## config.mk

```make
export PLATFORM = sky130hd
export DESIGN_NAME = mem_arbiter
export DESIGN_NICKNAME = d
export VERILOG_FILES = /design/src/rtl/mem_arbiter.sv
export SDC_FILE = /design/constraint.sdc
export NUM_CORES = 1
export LEC_CHECK = 0
export ABC_AREA = 1
export CORE_MARGIN = 2
export CORE_UTILIZATION = 45
export CTS_CLUSTER_DIAMETER = 50
export CTS_CLUSTER_SIZE = 25
export DETAILED_ROUTE_END_ITERATION = 12
export PLACE_DENSITY = 0.84
export SYNTH_ARGS = -nofsm -noshare
export SYNTH_HDL_FRONTEND = slang
export SYNTH_SLANG_ARGS = --single-unit
```

## constraint.sdc

```tcl
create_clock -name clk -period 3.47 [get_ports clk]
set_input_delay 0.694 -clock clk [delete_from_list [all_inputs] [get_ports clk]]
set_output_delay 0.694 -clock clk [all_outputs]
set_load 0.02 [all_outputs]
```

## src/rtl/mem_arbiter.sv

```systemverilog
// Round-robin arbiter that shares one single-ported memory between the core port and the program-loader port.
// Latency: ack is issued 2 cycles after the IDLE edge that grants the request; at most one access every 3 cycles.
// Backpressure: each requester holds req and its operands until its one-cycle ack; ldr_lock blocks only new core grants.
module mem_arbiter #(
    parameter int AW = 32,
    parameter int DW = 32
) (
    input  logic          clk,
    input  logic          reset,

    input  logic          core_req,
    input  logic          core_we,
    input  logic [AW-1:0] core_addr,
    input  logic [DW-1:0] core_wdata,
    output logic          core_ack,
    output logic [DW-1:0] core_rdata,

    input  logic          ldr_req,
    input  logic          ldr_we,
    input  logic [AW-1:0] ldr_addr,
    input  logic [DW-1:0] ldr_wdata,
    output logic          ldr_ack,
    output logic [DW-1:0] ldr_rdata,
    input  logic          ldr_lock,

    output logic          mem_en,
    output logic          mem_we,
    output logic [AW-1:0] mem_addr,
    output logic [DW-1:0] mem_wdata,
    input  logic [DW-1:0] mem_rdata
);

    typedef enum logic [1:0] {
        IDLE   = 2'd0,
        ACCESS = 2'd1,
        RESP   = 2'd2
    } state_t;

    state_t        state, state_nxt;
    logic          lat_we;
    logic [AW-1:0] lat_addr;
    logic [DW-1:0] lat_wdata;
    logic          win_ldr;
    logic [DW-1:0] core_hold, ldr_hold;
    logic          core_gnt, ldr_gnt, pick_ldr, grant;

    // win_ldr doubles as the round-robin history: the last winner is the in-flight winner.
    assign core_gnt = core_req & ~ldr_lock;
    assign ldr_gnt  = ldr_req;
    assign pick_ldr = ldr_gnt & (~core_gnt | ~win_ldr);
    assign grant    = (state == IDLE) & (core_gnt | ldr_gnt);

    always_ff @(posedge clk or negedge reset) begin
        if (!reset) begin
            state <= IDLE;
        end else begin
            state <= state_nxt;
        end
    end

    always_comb begin
        state_nxt = state;
        mem_en    = 1'b0;
        mem_we    = 1'b0;
        core_ack  = 1'b0;
        ldr_ack   = 1'b0;
        case (state)
            IDLE: begin
                if (core_gnt || ldr_gnt) begin
                    state_nxt = ACCESS;
                end
            end
            ACCESS: begin
                mem_en    = 1'b1;
                mem_we    = lat_we;
                state_nxt = RESP;
            end
            RESP: begin
                core_ack  = ~win_ldr;
                ldr_ack   = win_ldr;
                state_nxt = IDLE;
            end
            default: state_nxt = IDLE;
        endcase
    end

    always_ff @(posedge clk or negedge reset) begin
        if (!reset) begin
            lat_we    <= 1'b0;
            lat_addr  <= '0;
            lat_wdata <= '0;
            win_ldr   <= 1'b1;
            core_hold <= '0;
            ldr_hold  <= '0;
        end else begin
            if (grant) begin
                win_ldr   <= pick_ldr;
                lat_we    <= pick_ldr ? ldr_we    : core_we;
                lat_addr  <= pick_ldr ? ldr_addr  : core_addr;
                lat_wdata <= pick_ldr ? ldr_wdata : core_wdata;
            end
            if (state == RESP && !lat_we) begin
                if (win_ldr) begin
                    ldr_hold <= mem_rdata;
                end else begin
                    core_hold <= mem_rdata;
                end
            end
        end
    end

    assign mem_addr  = lat_addr;
    assign mem_wdata = lat_wdata;

    // Read data is forwarded straight from memory during RESP, then served from the holding register.
    assign core_rdata = (state == RESP && !win_ldr && !lat_we) ? mem_rdata : core_hold;
    assign ldr_rdata  = (state == RESP &&  win_ldr && !lat_we) ? mem_rdata : ldr_hold;

endmodule

```

# Yosys cells after proc, flatten, opt, wreduce, memory -nomap -nowiden
# Cells that the tools add are included.
[op_classes]
muxes = 11
reduce_logical = 11
n_eq_ne = 3
bitwise = 8
[op_table]
columns = ["op", "n"]
rows = [
  ["two-way mux 32 bit", 4],
  ["logical AND 1 bit", 5],
  ["two-way mux 1 bit", 5],
  ["case mux 2 bit (2 select lines)", 1],
  ["AND reduction 2 bit", 2],
  ["bitwise AND 1 bit", 3],
  ["inverter 1 bit", 3],
  ["== test 2 x 1 -> 1 bit, second input constant", 1],
  ["== test 2 bit, second input constant", 1],
  ["logical NOT 1 bit", 2],
  ["logical NOT 2 bit", 1],
  ["two-way mux 2 bit", 1],
  ["inequality test 2 x 1 -> 1 bit, second input constant", 1],
  ["OR 1 bit", 2],
  ["logical OR 1 bit", 1],
]
[totals]
wordCells = 40
output_inout_bits = 132
regBits = 132
input_bits = 167

# Longest topological paths before layout
# Gate-level depths: netlist (run 1).
[depth]
depth_word = 6
depth_mapped = 8
ltp_nobuf = 6

# Worst setup path after synthesis (run 1)
# OpenSTA, ideal clock, no wires.
[synth_path]
kind = "register -> output"
from = "register win_ldr"
to = "output ldr_rdata[0]"
t_arrival_ns = 1.383
t_required_ns = 2.776
path_buffers = 1
path_stages_with_launch = 4
setup_slack_ns = 1.393
cell_sequence = "dfstp_2 -> nand3_2 -> clkbuf_1 -> o21ai_0"
[synth_between]
elab_chain_len = 3
[synth_lines]
columns = ["item", "line", "source"]
rows = [
  ["from (decl)", "43", "logic win_ldr;"],
  ["from (signal assigned)", "97", "win_ldr <= pick_ldr;"],
  ["logical AND 1 bit (2 in series)", "117", "assign ldr_rdata = (state == RESP && win_ldr && !lat_we) ? mem_rdata : ldr_hold;"],
  ["two-way mux 32 bit", "117", ""],
  ["to (decl)", "23", "output logic [DW-1:0] ldr_rdata,"],
]
# Every way passes these cells.

# Final worst setup path (run 1)
[layout_path]
from = "register state[1]"
to = "output core_rdata[13]"
[layout_between]
elab_chain_len = 4
[layout_lines]
columns = ["item", "line", "source"]
rows = [
  ["from (decl)", "39", "state_t state, state_nxt;"],
  ["from (signal assigned)", "57", "state <= state_nxt;"],
  ["== test 2 bit", "116", "assign core_rdata = (state == RESP && !win_ldr && !lat_we) ? mem_rdata : core_hold;"],
  ["logical AND 1 bit (2 in series)", "116", ""],
  ["two-way mux 32 bit", "116", ""],
  ["to (decl)", "16", "output logic [DW-1:0] core_rdata,"],
]
# Every way passes these cells.

==> qor.yml, run 1 <==
status: "finished, final reports clean"
place_area_um2: 9650
cts_buffers: 17
grt_max_degree: 97
clk_pin_slew_ps: 60
start_util_pct: 45.8
syn_nets: 1057
cts_hold_buffers: 0
post_cts_buffers: 0
p_clk_share_pct: 19.3
cp_max_fo: 64
wire_per_inst_um: 14.3
hold_violations: 0
worstMarginPinSlew_ps: 716
ys_warn_count: 0
ys_seq_area_share_pct: 50.0
cap_violations: 0
grt_usage_pct: 25.1
synth.area.top_cells: "dfrtp_1, nand2_1, nand3_1"
fin_crit_sh_pct: 95.5
cp.required_ps: 2780
drt_wl_total_um: 19400
route.vias.total: 6586
max_freq_mhz: 302
slew_violations: 0
combPwrFrac_pct: 52.5
critPathTopFamily: "buffers and inverters"
end_kind: "output port"
startpoint_type: "flop"
synth_top_area_share_pct: 49.6
cts_root_buf: "clkbuf_16"
preCtsSetupSlack_ps: 539
area_delta_synth_final_pct: 55.2
routed_via_density: 4.85
p_int_uw: 5680
clock_latency_ps: 410
tns_ps: 0
fin_nets: 1331
place_congestion: 0.798
crit_type: "reg2out"
ys_ff_latch: 132
rows: 44
die_w_um: 125
pin_count: 299
clock_skew_ps: 10.5
clock_path_buffers: 2
cts_max_level: 4
port_buffers: 298
p_seq_share_pct: 28.2
grt.overflow.total: 0
yosys.area.top_type: "dfrtp_1"
setup_ws_ps: 155
grt_pass1_wl_um: 31400
antenna_cells: 0
cp_slowest_cell: "clkdlybuf4s50_1"
final_cell_area_um2: 10300
drcViolationCount: 0
netlist_area_um2: 6600
antenna_found_initial: 0
startpoint: "state[1]"
cpPeakStageDelay_ps: 660
cts_resized: 0
switching_share_pct: 39.7
arrival_ps: 2620
dieArea_um2: 15700
hpwl_um: 13800
drive_gt1_share_pct: 4.68
dr.pass1.iters: 5
ant_nets: 0
path_cells: "inv_2 -> nor2_4 -> nand3_2 -> buf_12 -> o21ai_0 -> clkdlybuf4s50_1"
core_um2: 14400
synth.avg_cell_area_um2: 7.42
cts_tree: "done"
dr.first_iter.drc_count: 389
finalSetupViolCount: 0
synth_cell_types: 18
rsz0062_at_grt: "false"
leakage_uw: 0.00524
slew_headroom_pct: 52.2
syn_inst: 890
critPathBufInv: 3
hp-class: "in2async"
die_h_um: 125
cts_num_sinks: 132
r2r_start: "win_ldr"
switchingPower_uw: 3750
powerDensity_nw_per_um2: 920
period_needed_ps: 3310
ir_worst_vdd_mv: 0.434
grt_pass1_vias: 6395
[synth_stat cells]
cell and count:
nand2_1 264, inv_1 165, nand3_1 132, dfrtp_1 131, o21ai_0 80, o21ai_1 49
buf_2 21, clkbuf_1 16, buf_4 8, buf_6 6, buf_1 4, inv_2 4
nor2_1 4, nand3_2 2, a21oi_2 1, dfstp_2 1, nor2_4 1, nor3_1 1
[logic make-up after synthesis]
logic type / after synthesis / synth area share (%)
buf+inv: 224 / 14.3
compound gates: 130 / 9.91
simple gates: 404 / 25.8
flops: 132 / 50.0
[power by group through the flow]
| stage | registers [uW] | clock network, uW | logic [uW] |
|---|---|---|---|
| floorplan | 3080 | 0 | 2180 |
| global placement | 2650 | 0 | 4890 |
| detailed placement | 2670 | 0 | 4970 |
| CTS | 2660 | 1850 | 5000 |
| global route | 2740 | 1920 | 5360 |
| finish | 2660 | 1820 | 4950 |
[area by class of cell]
type | count | area, um2
Multi-Input combinational cell | 534 | 2380
Tap cell | 184 | 230
Clock buffer | 21 | 470
Fill cell | 1165 | 4170
Sequential cell | 132 | 3300
Clock inverter | 9 | 129
Timing Repair Buffer | 310 | 3110
Inverter | 169 | 634
[path summary, 6_finish.rpt]
| path | end | slack [ps] | depth (start not counted) |
|---|---|---|---|
| min | ldr_hold[11] | 310 | 1 |
| max in group asynchronous | mem_wdata[12] | 2430 | 2 |
| max reg2reg | mem_wdata[8] | 1250 | 6 |
| min reg2reg | mem_wdata[7] | 470 | 2 |
| min in group clk | mem_wdata[7] | 470 | 2 |
| max | core_rdata[13] | 160 | 6 |
[sequential cells by signal, indices dropped and copies added, names as in the netlist]
name,count
mem_addr,32
ldr_hold,32
state,2
mem_wdata,32
lat_we,1
win_ldr,1
core_hold,32
[cell usage in the layout, fill, tap and decap left out]
cell type / synthesis / routed
nand2_2: 0 / 1
nand3_2: 2 / 4
nand3_1: 132 / 130
clkinv_4: 0 / 1
nor2_1: 4 / 4
nor2_4: 1 / 1
buf_2: 21 / 1
clkdlybuf4s50_1: 0 / 296
clkinvlp_4: 0 / 2
inv_1: 165 / 165
dfstp_2: 1 / 1
a21oi_4: 0 / 1
buf_6: 6 / 1
buf_4: 8 / 9
buf_12: 0 / 3
clkinv_2: 0 / 3
inv_2: 4 / 4
dfrtp_1: 131 / 131
nand2_1: 264 / 263
o21ai_1: 49 / 49
clkbuf_16: 0 / 17
nor3_1: 1 / 1
clkbuf_8: 0 / 3
o21ai_0: 80 / 80
bufinv_16: 0 / 3
clkbuf_1: 16 / 1
[routing by layer]
metal / track usage, % / wire, um / vias up
met1: 29.1 / 7450 / 2962
met2: 41.6 / 9410 / 287
li1: - / - / 3292
met5: 0 / 0 / -
met3: 8.34 / 1810 / 45
met4: 12.7 / 729 / 0
[through the flow]
step	power, uW	hold slack [ps]	std cells	util, %
2_1_floorplan	5270	398	890	-
3_3_place_gp	7540	457	1329	66.9
3_5_place_dp	7640	463	1329	66.9
4_1_cts	9510	324	1359	71.1
5_1_grt	10000	357	1359	71.1
6_report	9430	309	1359	71.1
Note: power is estimated with default switching activity, not from simulation.
==> run 2, diff against run 1 <==
--- a/config.mk
+++ b/config.mk
@@ -6,5 +6,4 @@
 export NUM_CORES = 1
 export LEC_CHECK = 0
-export ABC_AREA = 1
 export CORE_MARGIN = 2
 export CORE_UTILIZATION = 45
@@ -12,5 +11,6 @@
 export CTS_CLUSTER_SIZE = 25
 export DETAILED_ROUTE_END_ITERATION = 12
-export PLACE_DENSITY = 0.84
+export GPL_TIMING_DRIVEN = 0
+export PLACE_DENSITY = 0.82
 export SYNTH_ARGS = -nofsm -noshare
 export SYNTH_HDL_FRONTEND = slang
==> constraint.sdc (replaced) <==
create_clock -name clk -period 3.47 [get_ports clk]
set_input_delay 0.694 -clock clk [delete_from_list [all_inputs] [get_ports clk]]
set_output_delay 0.694 -clock clk [all_outputs]
set_load 0.005 [all_outputs]
==> qor.yml, run 2 <==
fin_nets: 1090  # -18%
clock_latency_ps: 420  # about the same
startpoint_type: "flop"
synthSimpleGateAreaFrac_pct: 7.02  # -19 points
leakage_uw: 0.00437  # -17%
synth_ff_type: "dfrtp_1"
dieArea_um2: 16900  # +7.7%
ys_warn_count: 0  # unchanged
dr.pass1.iters: 5  # unchanged
synth_most_common_cell: "dfrtp_1"
area_delta_synth_final_pct: 55.1
place_area_um2: 10400  # +7.9%
fin_crit_sh_pct: 94.6  # -0.95 points
synth.area.top_cells: "dfrtp_1, mux2_2, a221oi_1"
most-common-layout-cells: "clkdlybuf4s50_1, dfrtp_1, mux2_2"
synth_top_area_share_pct: 46.0  # -3.7 points
antenna_found_initial: 0  # unchanged
cp_max_fo: 10  # -84%
preCtsSetupSlack_ps: 584  # +45.4 ps
rsz0062_at_grt: "false"
grt_usage_pct: 26.2  # +1.1 points
syn_nets: 772  # -27%
post-place-cells: 1120  # -16%
clk_pin_slew_ps: 60  # about the same
yosys.area.top_type: "dfrtp_1"
routed_via_density: 5.56  # +15%
final_common_cell: "clkdlybuf4s50_1"
cap_violations: 0  # unchanged
tns_ps: 0  # unchanged
ys_seq_area_share_pct: 46.3  # -3.7 points
antenna_cells: 0  # unchanged
layoutNonFillerInstCount: 1152  # -15%
hp-class: "in2async"
clock_skew_ps: 11.4  # +0.952 ps
cts_max_level: 4  # unchanged
ys_ff_latch: 132  # unchanged
max_freq_mhz: 305  # +1.0%
synth_top_family_by_area: "multiplexers"
grt_max_degree: 79  # -19%
powerDensity_nw_per_um2: 824  # -10%
arrival_ps: 2590  # -30 ps
setup_ws_ps: 188  # +32.9 ps
slew_violations: 0  # unchanged
ant_nets: 0  # unchanged
cts_resized: 0  # unchanged
async_flop_share_pct: 100  # unchanged
worstMarginPinSlew_ps: 616  # -100 ps
cpPeakStageDelay_ps: 500  # -160 ps
grt_pass1_wl_um: 34100  # +8.4%
cp_slowest_cell: "nor3_4"
grt_pass1_vias: 6348  # -0.73%
hold_violations: 0  # unchanged
cp.required_ps: 2780  # about the same
wire_per_inst_um: 19.5  # +36%
synth_edf_count: 0  # unchanged
final_cell_area_um2: 11100  # +7.9%
cts_num_sinks: 132  # unchanged
synth.avg_cell_area_um2: 11.8  # +59%
die_w_um: 130  # +3.8%
clock_path_buffers: 2  # unchanged
dr.first_iter.drc_count: 364  # -6.4%
period_needed_ps: 3280  # -32.9 ps
core_um2: 15700  # +8.9%
end_kind: "output port"
post_cts_buffers: 0  # unchanged
status: "finished, final reports clean"
die_h_um: 130  # +3.8%
crit_type: "reg2out"
drt_wl_total_um: 22400  # +16%
fillers: 1168  # +0.26%
grt.overflow.total: 0  # unchanged
place_congestion: 0.986  # +24%
cts_root_buf: "clkbuf_16"
netlist_area_um2: 7130  # +8.0%
synth.area.mux_share_pct: 20.7  # +21 points
finalSetupViolCount: 0  # unchanged
drive_gt1_share_pct: 19.0  # +14 points
drcViolationCount: 0  # unchanged
pin_count: 299  # unchanged
route.vias.total: 6404  # -2.8%
yosys.area_share.adder_pct: 0  # unchanged
slew_headroom_pct: 58.8  # +6.5 points
synth_cell_types: 24  # +6
netlist_top_cells_count: "dfrtp_1, mux2_2, and2_1"
start_util_pct: 45.4  # -0.39 points
synthXorXnorAreaFrac_pct: 0  # unchanged
synth_compound_area_share_pct: 20.6  # +11 points
port_buffers: 298  # unchanged
cts_tree: "done"
syn_inst: 605  # -32%
path_cells: "nand2b_1 -> nor3_4 -> buf_6 -> mux2_1 -> clkdlybuf4s50_1"
ir_worst_vdd_mv: 0.414  # -4.6%
rows: 46  # +4.5%
cts_buffers: 17  # unchanged
hpwl_um: 16200  # +17%
cts_hold_buffers: 0  # unchanged
[run 2: worst paths after layout]
path                          start       endpoint  slack [ps]  cells past startpoint
min reg2reg                state[1]       state[1]         480                      1
min                           reset   ldr_hold[23]         230                      1
max reg2reg                 win_ldr   mem_wdata[2]        1660                      5
max in group asynchronous     reset  mem_wdata[22]        2460                      2
min in group clk           state[1]       state[1]         480                      1
max                        state[0]  core_rdata[0]         190                      5
[run 2: critical path: cells and delay by family, from the launching register on]
kind / cells / cell delay [ps]
AND/OR/NAND/NOR: 2 / 690
flip-flops: 1 / 390
multiplexers: 1 / 360
buffers and inverters: 2 / 730
[run 2: cells by family after synthesis]
family / Yosys count
simple gates: 78
mux: 129
buf+inv: 70
flops: 132
compound gates: 196
[run 2: cell type report]
type	count	area [um2]	area share (%)
repair buffers	299	3010	27.2
plain buffers	69	375	3.39
flip-flops and latches	132	3300	29.9
clock inverters	10	171	1.55
clock buffers	22	474	4.29
inverters	1	3.75	0.0339
multi-input cells	403	3450	31.2
well taps	216	270	2.44
[run 2: power by group]
group          leakage (uW)  total, uW  internal [uW]  switching, uW
Combinational       0.00251       4390           2830           1560
Sequential          0.00154       2770           2320            450
Clock              0.000311       1950           1270            686
[run 2: per-stage QoR]
step | hold slack (ps) | total power, uW | util (%)
after global placement | 465 | 7070 | 66.1
after global routing | 272 | 9620 | 70.4
final | 232 | 9110 | 70.4
after floorplan | 398 | 4760 | -
after CTS | 253 | 9160 | 70.4
after detailed placement | 471 | 7140 | 66.3
[run 2: per-layer routing]
layer / wire, um / share of wire [%] / global-route usage (%)
met5: 0 / 0 / 0
met4: 414 / 1.8 / 8.67
met3: 2070 / 9.2 / 8.16
met2: 11100 / 49 / 44.4
met1: 8890 / 40 / 31.9
